File: src/rtl/issue_scoreboard_if.sv
// Decode/writeback/flush handshake bundle for the issue scoreboard.
// The master side is the pipeline; the slave side is the scoreboard.
interface issue_scoreboard_if #(parameter int NREG = 32);
    logic            dec_valid;
    logic [4:0]      dec_rs1;
    logic [4:0]      dec_rs2;
    logic            dec_use_rs1;
    logic            dec_use_rs2;
    logic [4:0]      dec_rd;
    logic            dec_wen;
    logic            issue_ready;
    logic            issue_fire;
    logic            stall;
    logic            wb_valid;
    logic [4:0]      wb_rd;
    logic            kill_valid;
    logic [4:0]      kill_rd;
    logic            busy;
    logic [NREG-1:0] pending_mask;
    logic            err;

    modport master (
        output dec_valid, dec_rs1, dec_rs2, dec_use_rs1, dec_use_rs2, dec_rd, dec_wen,
        output issue_ready, wb_valid, wb_rd, kill_valid, kill_rd,
        input  issue_fire, stall, busy, pending_mask, err
    );

    modport slave (
        input  dec_valid, dec_rs1, dec_rs2, dec_use_rs1, dec_use_rs2, dec_rd, dec_wen,
        input  issue_ready, wb_valid, wb_rd, kill_valid, kill_rd,
        output issue_fire, stall, busy, pending_mask, err
    );
endinterface

File: src/rtl/issue_scoreboard.sv
// Decode-stage issue scoreboard: per-register pending-write counters that
// stall decode on RAW hazards and on counter saturation.
module issue_scoreboard #(
    parameter int NREG = 32,
    parameter int CW   = 2
) (
    input  logic              clk,
    input  logic              reset,
    issue_scoreboard_if.slave sb
);
    localparam int CMAX = (2 ** CW) - 1;

    logic [CW-1:0]   cnt_r      [NREG];
    logic [CW-1:0]   cnt_nxt_s  [NREG];
    logic [NREG-1:0] mask_r;
    logic [NREG-1:0] mask_nxt_s;
    logic            busy_r;
    logic            err_r;
    logic            under_s;
    logic            haz_s;
    logic            sat_s;
    logic            fire_s;

    // Count seen by decode this cycle: same-cycle retirements and kills already subtracted.
    function automatic int eff_f(input logic [CW-1:0] c, input logic [4:0] r,
                                 input logic wv, input logic [4:0] wrd,
                                 input logic kv, input logic [4:0] krd);
        int e;
        e = int'(c);
        if (r == 5'd0) begin
            e = 0;
        end else begin
            if (wv && (wrd == r)) e = e - 1;
            if (kv && (krd == r)) e = e - 1;
        end
        return e;
    endfunction

    // Hazard detection and issue handshake, combinational from current counts.
    always_comb begin
        haz_s = (sb.dec_use_rs1 && (sb.dec_rs1 != 5'd0) &&
                 (eff_f(cnt_r[sb.dec_rs1], sb.dec_rs1, sb.wb_valid, sb.wb_rd,
                        sb.kill_valid, sb.kill_rd) != 0)) ||
                (sb.dec_use_rs2 && (sb.dec_rs2 != 5'd0) &&
                 (eff_f(cnt_r[sb.dec_rs2], sb.dec_rs2, sb.wb_valid, sb.wb_rd,
                        sb.kill_valid, sb.kill_rd) != 0));
        sat_s = sb.dec_wen && (sb.dec_rd != 5'd0) &&
                (eff_f(cnt_r[sb.dec_rd], sb.dec_rd, sb.wb_valid, sb.wb_rd,
                       sb.kill_valid, sb.kill_rd) == CMAX);
        fire_s = sb.dec_valid && !haz_s && !sat_s && sb.issue_ready;
    end

    assign sb.stall        = sb.dec_valid && (haz_s || sat_s);
    assign sb.issue_fire   = fire_s;
    assign sb.busy         = busy_r;
    assign sb.pending_mask = mask_r;
    assign sb.err          = err_r;

    // Next counter values; an underflow clamps at zero and flags the error.
    always_comb begin
        int up_v;
        int dn_v;
        up_v         = 0;
        dn_v         = 0;
        under_s      = 1'b0;
        mask_nxt_s   = '0;
        cnt_nxt_s[0] = '0;
        for (int r = 1; r < NREG; r++) begin
            up_v = int'(cnt_r[r]) +
                   ((fire_s && sb.dec_wen && (sb.dec_rd == 5'(r))) ? 1 : 0);
            dn_v = ((sb.wb_valid && (sb.wb_rd == 5'(r))) ? 1 : 0) +
                   ((sb.kill_valid && (sb.kill_rd == 5'(r))) ? 1 : 0);
            if (up_v < dn_v) begin
                cnt_nxt_s[r] = '0;
                under_s      = 1'b1;
            end else begin
                cnt_nxt_s[r] = CW'(up_v - dn_v);
            end
            mask_nxt_s[r] = (cnt_nxt_s[r] != '0);
        end
    end

    // State and registered status outputs.
    always_ff @(posedge clk or negedge reset) begin
        if (!reset) begin
            for (int r = 0; r < NREG; r++) cnt_r[r] <= '0;
            mask_r <= '0;
            busy_r <= 1'b0;
            err_r  <= 1'b0;
        end else begin
            for (int r = 0; r < NREG; r++) cnt_r[r] <= cnt_nxt_s[r];
            mask_r <= mask_nxt_s;
            busy_r <= (mask_nxt_s != '0);
            err_r  <= err_r | under_s;
        end
    end
endmodule

File: src/flat_wrapper.sv
// flat-port wrapper written by rule: the top's interface ports become plain ports
module issue_scoreboard_flat 
#(
    parameter int NREG = 32,
    parameter int CW   = 2
)
  (clk, reset, sb_dec_valid, sb_dec_rs1, sb_dec_rs2, sb_dec_use_rs1, sb_dec_use_rs2, sb_dec_rd, sb_dec_wen, sb_issue_ready, sb_wb_valid, sb_wb_rd, sb_kill_valid, sb_kill_rd, sb_issue_fire, sb_stall, sb_busy, sb_pending_mask, sb_err);
  issue_scoreboard_if #(.NREG(NREG)) sb_i ();
  input  logic clk;
  input  logic reset;
  input wire logic [$bits(sb_i.dec_valid)-1:0] sb_dec_valid;
  input wire logic [$bits(sb_i.dec_rs1)-1:0] sb_dec_rs1;
  input wire logic [$bits(sb_i.dec_rs2)-1:0] sb_dec_rs2;
  input wire logic [$bits(sb_i.dec_use_rs1)-1:0] sb_dec_use_rs1;
  input wire logic [$bits(sb_i.dec_use_rs2)-1:0] sb_dec_use_rs2;
  input wire logic [$bits(sb_i.dec_rd)-1:0] sb_dec_rd;
  input wire logic [$bits(sb_i.dec_wen)-1:0] sb_dec_wen;
  input wire logic [$bits(sb_i.issue_ready)-1:0] sb_issue_ready;
  input wire logic [$bits(sb_i.wb_valid)-1:0] sb_wb_valid;
  input wire logic [$bits(sb_i.wb_rd)-1:0] sb_wb_rd;
  input wire logic [$bits(sb_i.kill_valid)-1:0] sb_kill_valid;
  input wire logic [$bits(sb_i.kill_rd)-1:0] sb_kill_rd;
  output wire logic [$bits(sb_i.issue_fire)-1:0] sb_issue_fire;
  output wire logic [$bits(sb_i.stall)-1:0] sb_stall;
  output wire logic [$bits(sb_i.busy)-1:0] sb_busy;
  output wire logic [$bits(sb_i.pending_mask)-1:0] sb_pending_mask;
  output wire logic [$bits(sb_i.err)-1:0] sb_err;
  assign sb_i.dec_valid = sb_dec_valid;
  assign sb_i.dec_rs1 = sb_dec_rs1;
  assign sb_i.dec_rs2 = sb_dec_rs2;
  assign sb_i.dec_use_rs1 = sb_dec_use_rs1;
  assign sb_i.dec_use_rs2 = sb_dec_use_rs2;
  assign sb_i.dec_rd = sb_dec_rd;
  assign sb_i.dec_wen = sb_dec_wen;
  assign sb_i.issue_ready = sb_issue_ready;
  assign sb_i.wb_valid = sb_wb_valid;
  assign sb_i.wb_rd = sb_wb_rd;
  assign sb_i.kill_valid = sb_kill_valid;
  assign sb_i.kill_rd = sb_kill_rd;
  assign sb_issue_fire = sb_i.issue_fire;
  assign sb_stall = sb_i.stall;
  assign sb_busy = sb_i.busy;
  assign sb_pending_mask = sb_i.pending_mask;
  assign sb_err = sb_i.err;
  issue_scoreboard #(.NREG(NREG), .CW(CW)) u_core (.clk(clk), .reset(reset), .sb(sb_i));
endmodule
File: config.mk
export PLATFORM = sky130hd
export DESIGN_NAME = issue_scoreboard_flat
export DESIGN_NICKNAME = d
export VERILOG_FILES = /design/src/rtl/issue_scoreboard_if.sv /design/src/rtl/issue_scoreboard.sv /design/src/flat_wrapper.sv
export SDC_FILE = /design/constraint.sdc
export NUM_CORES = 1
export LEC_CHECK = 0
export ABC_AREA = 1
export ABC_CLOCK_PERIOD_IN_PS = 15400
export CAP_MARGIN = 20
export CORE_ASPECT_RATIO = 0.7
export CORE_UTILIZATION = 55
export DETAILED_ROUTE_END_ITERATION = 8
export GPL_ROUTABILITY_DRIVEN = 0
export PLACE_DENSITY = 0.78
export SLEW_MARGIN = 5
export SYNTH_ARGS = -nofsm -noshare
export SYNTH_HDL_FRONTEND = slang
export SYNTH_SLANG_ARGS = --single-unit
File: constraint.sdc
create_clock -name clk -period 15.4 [get_ports clk]
set_input_delay 4.62 -clock clk [delete_from_list [all_inputs] [get_ports clk]]
set_output_delay 4.62 -clock clk [all_outputs]
set_load 0.01 [all_outputs]
; ---- Word level (Yosys, flattened, before mapping)
; Index checks and enable logic that the tools add are counted.
[op_classes]
n_addsub = 99
eq_ne = 100
bitwise_logic = 4
n_reduce_logical = 154
order_cmp = 34
mux = 176
[ops]
columns = op, n
row1 = 32-bit less-than comparator, 31
row2 = 32-bit two-way mux, 12
row3 = 5-bit == test (second input constant), 48
row4 = 1-bit two-way mux, 124
row5 = 5-bit by 4-bit == test with 1-bit output (second input constant), 24
row6 = 1-bit logical AND, 110
row7 = 32-bit nonzero test, 3
row8 = 32-bit by 2-bit subtractor with 32-bit output (second input constant), 3
row9 = 2-bit by 1-bit adder with 3-bit output, 31
row10 = 2-bit two-way mux, 37
row11 = 1-bit by 1-bit adder with 2-bit output, 31
row12 = 2-bit nonzero test, 31
row13 = 2-bit subtractor, 31
row14 = 5-bit by 3-bit == test with 1-bit output (second input constant), 12
row15 = 32-bit by 3-bit == test with 1-bit output (second input constant), 1
row16 = 2-bit binary-select mux with 5-bit select, 3
row17 = 5-bit by 2-bit == test with 1-bit output (second input constant), 6
row18 = 5-bit == test, 6
row19 = 6-bit greater-or-equal comparator (second input constant), 3
row20 = 5-bit inverter with 6-bit output, 3
row21 = 5-bit by 1-bit == test with 1-bit output (second input constant), 3
row22 = 5-bit logical NOT, 3
row23 = 5-bit nonzero test, 3
row24 = 2-bit by 1-bit subtractor with 3-bit output (second input constant), 3
row25 = other kinds (3), 5
[word_totals]
word_cells = 601
register_bits = 95
output_inout_bits = 36

; ---- Logic depth before layout (Yosys ltp)
; Gate-level depths: netlist (run 1).
[depth]
ltp_word = 54
depth_mapped = 40
depth_no_buf = 37

; ---- Worst setup path before layout (run 1)
; No wires, ideal clock.
[synth_timing]
kind = input-to-output
start = in sb_dec_rd[0]
end = out sb_stall
t_arrival_ns = 7.287
cell_stages = 28
slack_ns = 3.493
cell_sequence = buf_6 inv_2 nor2_4 buf_2 nand2_1 nand4_1 nand2_1 nand2_1 nor2_1 nand2_1 nand2_1 ha_1 o21ai_0 inv_1 ha_1 inv_1 ha_1 nor4_1 nor3_1 nor2_1 nand2_1 inv_1 nand2_1 nor2_1 nor2_2 nand2_1 nand2_1 inv_1
[synth_between]
elab_chain_len = 14
elab_cells_between_ends = 21
[synth_lines]
columns = element, line
row1 = start: declaration, flat_wrapper.sv:16  ; input wire logic [$bits(sb_i.dec_rd)-1:0] sb_dec_rd;
row2 = 5-bit inverter with 6-bit output (not written as such), issue_scoreboard.sv:48  ; (eff_f(cnt_r[sb.dec_rd], sb.dec_rd, sb.wb_valid, sb.wb_rd,
row3 = 2-bit binary-select mux with 5-bit select, issue_scoreboard.sv:48
row4 = 2-bit two-way mux (not written as such) (2 in series), issue_scoreboard.sv:48
row5 = 2-bit by 1-bit subtractor with 3-bit output, issue_scoreboard.sv:33  ; if (wv && (wrd == r)) e = e - 1;
row6 = 32-bit two-way mux, issue_scoreboard.sv:33
row7 = 32-bit two-way mux, issue_scoreboard.sv:30  ; if (r == 5'd0) begin
row8 = 32-bit by 2-bit subtractor with 32-bit output, issue_scoreboard.sv:34  ; if (kv && (krd == r)) e = e - 1;
row9 = 32-bit two-way mux, issue_scoreboard.sv:34
row10 = 32-bit two-way mux, issue_scoreboard.sv:30
row11 = 32-bit by 3-bit == test with 1-bit output, issue_scoreboard.sv:49  ; sb.kill_valid, sb.kill_rd) == CMAX);
row12 = 1-bit logical AND (*), issue_scoreboard.sv:47  ; sat_s = sb.dec_wen && (sb.dec_rd != 5'd0) &&
row13 = 1-bit logical OR (*), issue_scoreboard.sv:53  ; assign sb.stall = sb.dec_valid && (haz_s || sat_s);
row14 = 1-bit logical AND (*), issue_scoreboard.sv:53
row15 = end: declaration, flat_wrapper.sv:24  ; output wire logic [$bits(sb_i.stall)-1:0] sb_stall;
; Every way passes the cells marked *; elsewhere a longest branch is shown, timed or not. The select of a mux whose other input is x is not followed.

; ---- Worst setup path after layout (run 1)
; Same ends and word-level chain as after synthesis.

==> impl_metrics.json, run 1 <==
{
  "worstSetupPathType": "input pin to output port",
  "synth_largest_area_cell": "dfrtp_1",
  "grt_max_degree": 58,
  "die_y_um": 112.7,
  "clkTransAtPathRegs_ns": 0.07,
  "rr_startpoint": "u_core.cnt_r[56]$_DFF_PN0_",
  "die-area_um2": 18050,
  "dp_hpwl_um": 23720,
  "n_antenna_cell": 0,
  "hold_path_end": "u_core.sb.err$_DFF_PN0_",
  "antenna_found_initial": 0,
  "synth-async-reset-ratio": 1.000,
  "crit-reg2reg-capture": "u_core.sb.busy$_DFF_PN0_",
  "slew_headroom": 0.3046,
  "wl_um": 29700,
  "p_sw_frac": 0.4628,
  "switching_power_uw": 665.0,
  "skew_ns": 0.005247,
  "nets": 1606,
  "post_cts_buffers": 0,
  "core_um2": 17170,
  "numCtsBuffers": 9,
  "crit_path_max_incr_delay_ns": 0.98,
  "slew_violations": 0,
  "reg2reg_slack_ns": 9.00,
  "critPathMostFrequentCell": "nand2_1",
  "pwr-share-clk": 0.165,
  "die_w_um": 160.2,
  "yosysSeqAreaShare": 0.2468,
  "power_density_nw_per_um2": 135.2,
  "via_count": 9208,
  "fin_util": 0.6192,
  "synth-simple-area-share": 0.3162,
  "cts_tree": "yes",
  "instances_no_fill": 1638,
  "cap_violations": 0,
  "grt_pass1_vias": 8680,
  "root_buffer": "clkbuf_16",
  "synthTopCellsByArea": "dfrtp_1 (25%), ha_1 (18%), nand2_1 (12%)",
  "p_leak_uw": 0.005390,
  "synthTopCellsByCount": "nand2_1 (307), inv_1 (221), nor2_1 (220)",
  "hold_viol": 0,
  "ios": 70,
  "ctsHoldBuffers": 0,
  "drive_above_1_share": 0.04833,
  "critPathTopFamily": "buffers and inverters",
  "grt_first_pass_wirelength_um": 47170,
  "startpoint": "sb_dec_rd[0]",
  "seq_power_share": 0.385,
  "syn-num-nets": 1572,
  "area_delta_synth_final_pct": 10.37,
  "postSynthAreaPerCell_um2": 7.040,
  "crit_fanout": 18,
  "synth_compound_area_frac": 0.06314,
  "hold-path-cell-count": 3,
  "cp_data_required_time_ns": 10.78,
  "yosysMostFrequentCell": "nand2_1",
  "rsz0062_at_grt": "no",
  "port_buffers": 68,
  "drtPass1Iterations": 9,
  "synthAdderAreaFrac": 0.2450,
  "min_period_over_period": 0.9107,
  "combPwrFrac": 0.450,
  "yosysTopAreaCellShare": 0.2468,
  "start_kind": "input pin",
  "finalPower_uw": 1437,
  "min_path_type": "flip-flop to flip-flop",
  "hp-start": "u_core.sb.err$_DFF_PN0_",
  "ys_warn_count": 0,
  "tightestPinTransition_ns": 1.039,
  "drc_errors": 0,
  "drtIter0Drc": 1184,
  "fin_setup_tns_ns": 0,
  "outcome": "complete, no violations",
  "clock_path_buffers": 2,
  "insertion_delay_ns": 0.36,
  "muxShareOfSynthArea": 0,
  "grt_overflow": 0,
  "rows": 40,
  "start_util": 0.5610,
  "cts_resized": 0,
  "fmax_ghz": 0.07130,
  "wl_per_cell_um": 18.13,
  "period_minus_slack_ns": 14.02,
  "cts.htree.levels": 3,
  "end_kind": "output port",
  "cpMaxStageDelayCell": "clkdlybuf4s50_1",
  "setup_viol": 0,
  "synth_xor_area_frac": 0.008185,
  "intPower_uw": 771.8,
  "vias_per_cell": 5.621,
  "worst-path-buf-inv": 8,
  "placedCellCount": 1622,
  "synth-seq-cells": 95,
  "netlist_area_um2": 9630,
  "grt_usage": 0.3436,
  "ys_types": 38,
  "arrival_ns": 9.40,
  "fillCellCount": 1518,
  "ir_drop_uv": 109.1,
  "reg2reg_depth": 36,
  "syn_inst": 1368,
  "synth_top_family_by_area": "simple AND/OR/NAND/NOR gates",
  "ant_nets": 0,
  "synth_ff_type": "dfrtp_1",
  "clock_sinks": 95,
  "synth_edf_count": 0
}
==> power by group through the flow <==
stage / combinational (µW) / sequential [µW] / clock, µW
2_1_floorplan: 405 / 466 / 0
3_3_place_gp: 618 / 535 / 0
3_5_place_dp: 633 / 534 / 0
4_1_cts: 640 / 531 / 241
5_1_grt: 737 / 551 / 249
6_report: 646 / 553 / 238
==> worst max path at each step <==
stage	end	slack [ns]	depth (start not counted)
after floorplan	sb_stall	3.49	28
after global placement	sb_stall	1.56	28
after detailed placement	sb_stall	1.50	28
after CTS	sb_stall	1.48	28
after global routing	sb_stall	0.91	28
final	sb_stall	1.38	28
==> worst min-delay path, cell delays in order, from the launching register on <==
cell	delay (ns)
dfrtp_1	0.36
nor4_1	0.07
nand4_1	0.08
or4_1	0.11
==> per-stage QoR <==
stage | hold WS [ns] | setup slack, ns | instance area, µm²
global route | 0.6968 | 0.9133 | 10630
detailed placement | 0.6442 | 1.503 | 10310
CTS | 0.6596 | 1.478 | 10630
finish | 0.6607 | 1.375 | 10630
global placement | 0.6382 | 1.557 | 10310
floorplan | 0.6279 | 3.493 | 9630
==> per-layer routing <==
layer / vias up / share of wire / GRT usage
met4: 0 / 0.029 / 0.1041
met2: 582 / 0.39 / 0.4762
met1: 4160 / 0.42 / 0.4881
met5: - / 0 / 0
met3: 79 / 0.16 / 0.1375
li1: 4387 / - / -
==> state kept, by name, summed over array words and instances, names as in the netlist <==
name                    count
u_core.cnt_r               62
u_core.sb.pending_mask     31
u_core.sb.err               1
u_core.sb.busy              1
==> logic make-up after synthesis <==
| family | Yosys count |
|---|---|
| flops | 95 |
| fa+ha+maj | 170 |
| simple gates | 712 |
| buf+inv | 274 |
| other cells | 1 |
| xor+xnor | 9 |
| compound gates | 107 |
==> final cells by class <==
type                       count  area [µm²]  share of cell area
multi-input combinational    999        6096              0.5735
sequential                    95        2377              0.2237
inverter                     226       848.3             0.07981
timing repair buffer          71       700.7             0.06592
tap                          231       289.0             0.02719
clock buffer                  10       239.0             0.02248
clock inverter                 6       78.83            0.007416
==> layout by cell type (no fill, tap or decap), types with 2 or more instances in the layout <==
cell / n
nor3_1: 7
nor4_1: 15
nand2_2: 2
inv_1: 221
inv_2: 5
xor2_1: 5
nor2_2: 32
dfrtp_1: 95
buf_4: 4
nand3_1: 102
clkbuf_16: 9
fa_1: 31
o22ai_1: 11
a21oi_1: 61
clkdlybuf4s50_1: 67
nand2_1: 307
o211ai_1: 11
nor2_4: 5
nand4_1: 16
o21ai_0: 13
a22oi_1: 4
xnor2_1: 4
a31oi_1: 2
ha_1: 139
nor2_1: 220
Note: power is estimated with default switching activity, not from simulation.
==> inputs of run 2 (changes only) <==
--- a/config.mk
+++ b/config.mk
@@ -9,10 +9,11 @@
 export ABC_CLOCK_PERIOD_IN_PS = 15400
 export CAP_MARGIN = 20
 export CORE_ASPECT_RATIO = 0.7
+export CORE_MARGIN = 2
 export CORE_UTILIZATION = 55
 export DETAILED_ROUTE_END_ITERATION = 8
 export GPL_ROUTABILITY_DRIVEN = 0
-export PLACE_DENSITY = 0.78
+export PLACE_DENSITY = 0.76
 export SLEW_MARGIN = 5
 export SYNTH_ARGS = -nofsm -noshare
 export SYNTH_HDL_FRONTEND = slang
==> run 2 against run 1 <==
Effect of this change:
- core utilization decreased by 0.13 points
- worst hold slack got worse by 0.0088 ns
- total power is 0.99% lower
- cell count is the same
- largest cell class unchanged
- die area is 3.0% higher
- critical endpoint unchanged
==> impl_metrics.json, run 2 (synthesis gave the netlist of run 1 again) <==
{
  "grt_first_pass_wirelength_um": 47230,
  "finalPower_uw": 1423,
  "place_area_um2": 10320,
  "outcome": "complete, no violations",
  "dp_hpwl_um": 24220,
  "rsz0062_at_grt": "no",
  "start_kind": "input pin",
  "hold_viol": 0,
  "drtIter0Drc": 1338,
  "numCtsBuffers": 9,
  "cts.htree.levels": 3,
  "setup_viol": 0,
  "gr-usage-met1": 0.4881,
  "use_met2": 0.4576,
  "cap_violations": 0,
  "clkTransAtPathRegs_ns": 0.07,
  "grt_util_met3": 0.1260,
  "hold-path-cell-count": 3,
  "vias_per_cell": 5.658,
  "area_delta_synth_final_pct": 10.13,
  "via_count": 9267,
  "nets": 1607,
  "core_um2": 17170,
  "ctsHoldBuffers": 0,
  "grt_pass1_vias": 8832,
  "slew_headroom": 0.3076,
  "fmax_ghz": 0.07146,
  "end_kind": "output port",
  "arrival_ns": 9.37,
  "rows": 40,
  "ir_drop_uv": 111.5,
  "start_util": 0.5610,
  "fin_area_um2": 10610,
  "antenna_found_initial": 0,
  "tightestPinTransition_ns": 1.035,
  "power_density_nw_per_um2": 134.1,
  "largest_register_ffs": 62,
  "cts_tree": "yes",
  "die-area_um2": 18600,
  "drtPass1Iterations": 7,
  "drc_errors": 0,
  "slew_violations": 0,
  "reg2reg_slack_ns": 8.99,
  "ant_nets": 0,
  "layout_common_cells": "nand2_1 (307), inv_1 (221), nor2_1 (220)",
  "min_period_over_period": 0.9087,
  "root_buffer": "clkbuf_16",
  "clock_path_buffers": 2,
  "insertion_delay_ns": 0.35,
  "cts_resized": 0,
  "worstSetupPathType": "input pin to output port",
  "grt_overflow": 0,
  "die_y_um": 114.7,
  "grt_usage": 0.3355,
  "reg2reg_depth": 36,
  "drive_above_1_share": 0.04691,
  "grt_max_degree": 55,
  "die_w_um": 162.2,
  "rr_startpoint": "u_core.cnt_r[56]$_DFF_PN0_",
  "largest_register": "u_core.cnt_r",
  "wl_per_cell_um": 18.37,
  "port_buffers": 68,
  "crit_fanout": 18,
  "wl_um": 30100,
  "cp_data_required_time_ns": 10.78,
  "fillCellCount": 1540,
  "hold_path_end": "u_core.sb.err$_DFF_PN0_",
  "ios": 70,
  "min_path_type": "flip-flop to flip-flop",
  "mostFrequentLayoutCell": "nand2_1",
  "post_cts_buffers": 0,
  "skew_ns": 0.007070,
  "period_minus_slack_ns": 13.99,
  "clock_sinks": 95,
  "fin_setup_tns_ns": 0,
  "hp-start": "u_core.sb.err$_DFF_PN0_",
  "crit-reg2reg-capture": "u_core.sb.busy$_DFF_PN0_",
  "n_antenna_cell": 0,
  "busiest_layer": "met1",
  "p_leak_uw": 0.005378
}
==> run 2: worst max-delay path, cell delays in order <==
cell,delay (ns)
clkdlybuf4s50_1,0.98
inv_2,0.28
nor2_4,0.43
nand2_1,0.10
nand2_1,0.07
o21ai_0,0.09
nand2_1,0.11
inv_1,0.04
nand2_1,0.11
nand2_1,0.08
ha_1,0.28
o21ai_0,0.16
inv_1,0.09
ha_1,0.18
inv_1,0.06
ha_1,0.22
nor4_1,0.27
nor3_1,0.07
nor2_1,0.09
nand2_1,0.06
inv_1,0.05
nand2_1,0.04
nor2_1,0.12
nor2_2,0.07
nand2_1,0.08
nand2_1,0.05
inv_1,0.04
clkdlybuf4s50_1,0.52
==> run 2: area by class of cell <==
type / instances / area, µm² / area share
clock buffer: 11 / 232.7 / 0.02194
multi-input combinational: 999 / 6096 / 0.5747
inverter: 226 / 848.3 / 0.07998
sequential: 95 / 2377 / 0.2241
timing repair buffer: 72 / 708.2 / 0.06677
clock inverter: 4 / 55.05 / 0.005191
tap: 231 / 289.0 / 0.02725
==> run 2: worst max path at each step <==
stage                  from        to  slack, ns  cells past startpoint
6_report       sb_dec_rd[0]  sb_stall       1.41                     28
5_1_grt        sb_dec_rd[0]  sb_stall       0.97                     28
4_1_cts        sb_dec_rd[0]  sb_stall       1.48                     28
3_5_place_dp   sb_dec_rd[0]  sb_stall       1.49                     28
3_3_place_gp   sb_dec_rd[0]  sb_stall       1.56                     28
2_1_floorplan  sb_dec_rd[0]  sb_stall       3.49                     28
==> run 2: per-layer routing <==
layer | wire [µm] | share of wire
met3 | 4855 | 0.16
met4 | 945 | 0.031
met1 | 12860 | 0.43
met2 | 11440 | 0.38
met5 | 0 | 0
==> run 2: where the power goes <==
part	switching, µW	internal [µW]
clock network	96.9	126
logic	379	270
registers	181	370
total	657	766
==> run 2: metrics by stage <==
| step | utilization | setup WS, ns | std cells | hold WS (ns) |
|---|---|---|---|---|
| final | 0.6179 | 1.407 | 1638 | 0.6519 |
| after global routing | 0.6179 | 0.9712 | 1638 | 0.6865 |
| after CTS | 0.6179 | 1.481 | 1638 | 0.6663 |
| after global placement | 0.6011 | 1.564 | 1623 | 0.6418 |
| after detailed placement | 0.6011 | 1.493 | 1623 | 0.6496 |
| after floorplan | - | 3.493 | 1368 | 0.6279 |
==> inputs of run 3 (changes only) <==
--- a/config.mk
+++ b/config.mk
@@ -8,12 +8,13 @@
 export ABC_AREA = 1
 export ABC_CLOCK_PERIOD_IN_PS = 15400
 export CAP_MARGIN = 20
-export CORE_ASPECT_RATIO = 0.7
+export CORE_ASPECT_RATIO = 0.75
 export CORE_MARGIN = 2
 export CORE_UTILIZATION = 55
 export DETAILED_ROUTE_END_ITERATION = 8
+export DONT_BUFFER_PORTS = 1
 export GPL_ROUTABILITY_DRIVEN = 0
-export PLACE_DENSITY = 0.76
+export PLACE_DENSITY = 0.71
 export SLEW_MARGIN = 5
 export SYNTH_ARGS = -nofsm -noshare
 export SYNTH_HDL_FRONTEND = slang
==> run 3 against run 2 <==
Effect of this change:
- clock power rose by 12%
- global-route usage fell by 0.84 points
- clock skew rose by 0.0011 ns
- largest power group is now registers
==> impl_metrics.json, run 3 (synthesis gave the netlist of run 1 again) <==
{
  "largest_register_ffs": 62,
  "start_kind": "input pin",
  "min_period_over_period": 0.8262,
  "via_count": 8841,
  "min_path_type": "flip-flop to flip-flop",
  "drc_errors": 0,
  "dp_hpwl_um": 23290,
  "layout_common_cells": "nand2_1 (307), inv_1 (221), nor2_1 (220)",
  "cts_resized": 0,
  "power_density_nw_per_um2": 133.9,
  "wl_um": 29220,
  "setup_viol": 0,
  "largest_register": "u_core.cnt_r",
  "grt_max_degree": 96,
  "mostFrequentLayoutCell": "nand2_1",
  "fmax_ghz": 0.07860,
  "crit_fanout": 13,
  "clock_sinks": 95,
  "numCtsBuffers": 9,
  "ios": 70,
  "fin_setup_tns_ns": 0,
  "n_antenna_cell": 0,
  "port_buffers": 0,
  "worst-path-buf-inv": 5,
  "clkTransAtPathRegs_ns": 0.07,
  "cap_violations": 0,
  "arrival_ns": 8.10,
  "ir_drop_uv": 92.25,
  "worstSetupPathType": "input pin to output port",
  "hold_viol": 0,
  "holdWs_ns": 0.7010,
  "slew_headroom": 0.3688,
  "ant_nets": 0,
  "root_buffer": "clkbuf_16",
  "antenna_found_initial": 0,
  "cp_data_required_time_ns": 10.78,
  "outcome": "complete, no violations",
  "fin_util": 0.5856,
  "nets": 1535,
  "clock_path_buffers": 2,
  "drtIter0Drc": 1193,
  "grt_pass1_vias": 8433,
  "core_um2": 16980,
  "drtPass1Iterations": 8,
  "ctsHoldBuffers": 0,
  "crit_path_max_incr_delay_ns": 0.70,
  "tightestPinTransition_ns": 0.9432,
  "cts.htree.levels": 3,
  "rsz0062_at_grt": "no",
  "drive_above_1_share": 0.04719,
  "period_minus_slack_ns": 12.72,
  "p_leak_uw": 0.005109,
  "start_util": 0.5672,
  "die-area_um2": 18600,
  "post_cts_buffers": 0,
  "end_kind": "output port",
  "wl_per_cell_um": 18.60,
  "instances_no_fill": 1571,
  "insertion_delay_ns": 0.36,
  "slew_violations": 0,
  "critPathTopFamily": "simple AND/OR/NAND/NOR gates",
  "die_y_um": 118.6,
  "placedCellCount": 1556,
  "grt_first_pass_wirelength_um": 45980,
  "grt_usage": 0.3272,
  "rows": 41,
  "skew_ns": 0.008127,
  "area_delta_synth_final_pct": 3.248,
  "cpMaxStageDelayCell": "nor2_1",
  "cts_tree": "yes",
  "critPathMostFrequentCell": "nand2_1",
  "vias_per_cell": 5.628,
  "die_w_um": 156.8,
  "grt_overflow": 0
}
-- run 3: changes by cell type in the layout (fill, tap and decap cells not counted), sizes merged --
cell and delta:
buf -5, bufinv +1, clkbuf -1, clkdlybuf4s50 -67, clkinv -1, inv +1
-- run 3: layer usage --
layer	GRT usage	routed length (µm)
met1	0.4839	12600
met5	0	0
met2	0.4561	11500
met3	0.1089	4502
met4	0.08085	613
-- run 3: power by group --
part / switching, µW / leakage, µW / internal, µW
Combinational: 322 / 0.00383 / 195
Sequential: 195 / 0.00112 / 371
Clock: 101 / 0.000157 / 148
-- run 3: per-stage QoR --
stage | worst slack [ns] | power [µW] | cell area [µm²]
finish | 2.677 | 1332 | 9943
global route | 2.385 | 1434 | 9943
detailed placement | 2.785 | 1056 | 9617
floorplan | 3.493 | 871.4 | 9630
CTS | 2.777 | 1314 | 9943
global placement | 2.947 | 1048 | 9617
-- run 3: final timing paths --
path	start	endpoint	slack [ns]	depth (start not counted)
setup / recovery	sb_dec_rd[2]	sb_stall	2.68	25
hold / removal	u_core.cnt_r[57]$_DFF_PN0_	u_core.cnt_r[56]$_DFF_PN0_	0.70	3
setup reg to reg	u_core.cnt_r[56]$_DFF_PN0_	u_core.sb.busy$_DFF_PN0_	9.01	36
hold reg to reg	u_core.cnt_r[57]$_DFF_PN0_	u_core.cnt_r[56]$_DFF_PN0_	0.70	3
max in group asynchronous	reset	u_core.cnt_r[32]$_DFF_PN0_	11.30	0
min in group asynchronous	reset	u_core.sb.pending_mask[3]$_DFF_PN0_	3.95	0
-- run 3: cell type report --
cell class | instances | area (µm²)
sequential | 95 | 2377
clock inverter | 5 | 87.58
clock buffer | 10 | 239.0
multi-input combinational | 999 | 6096
fill | 1627 | 7037
tap | 236 | 295.3
inverter | 226 | 848.3
-- run 3: worst min-delay path: cells and delay by family, from the launching register on --
family	cells	cell delay (ns)
adders and majority gates	1	0.15
DFF	1	0.35
and+or+nand+nor	2	0.17
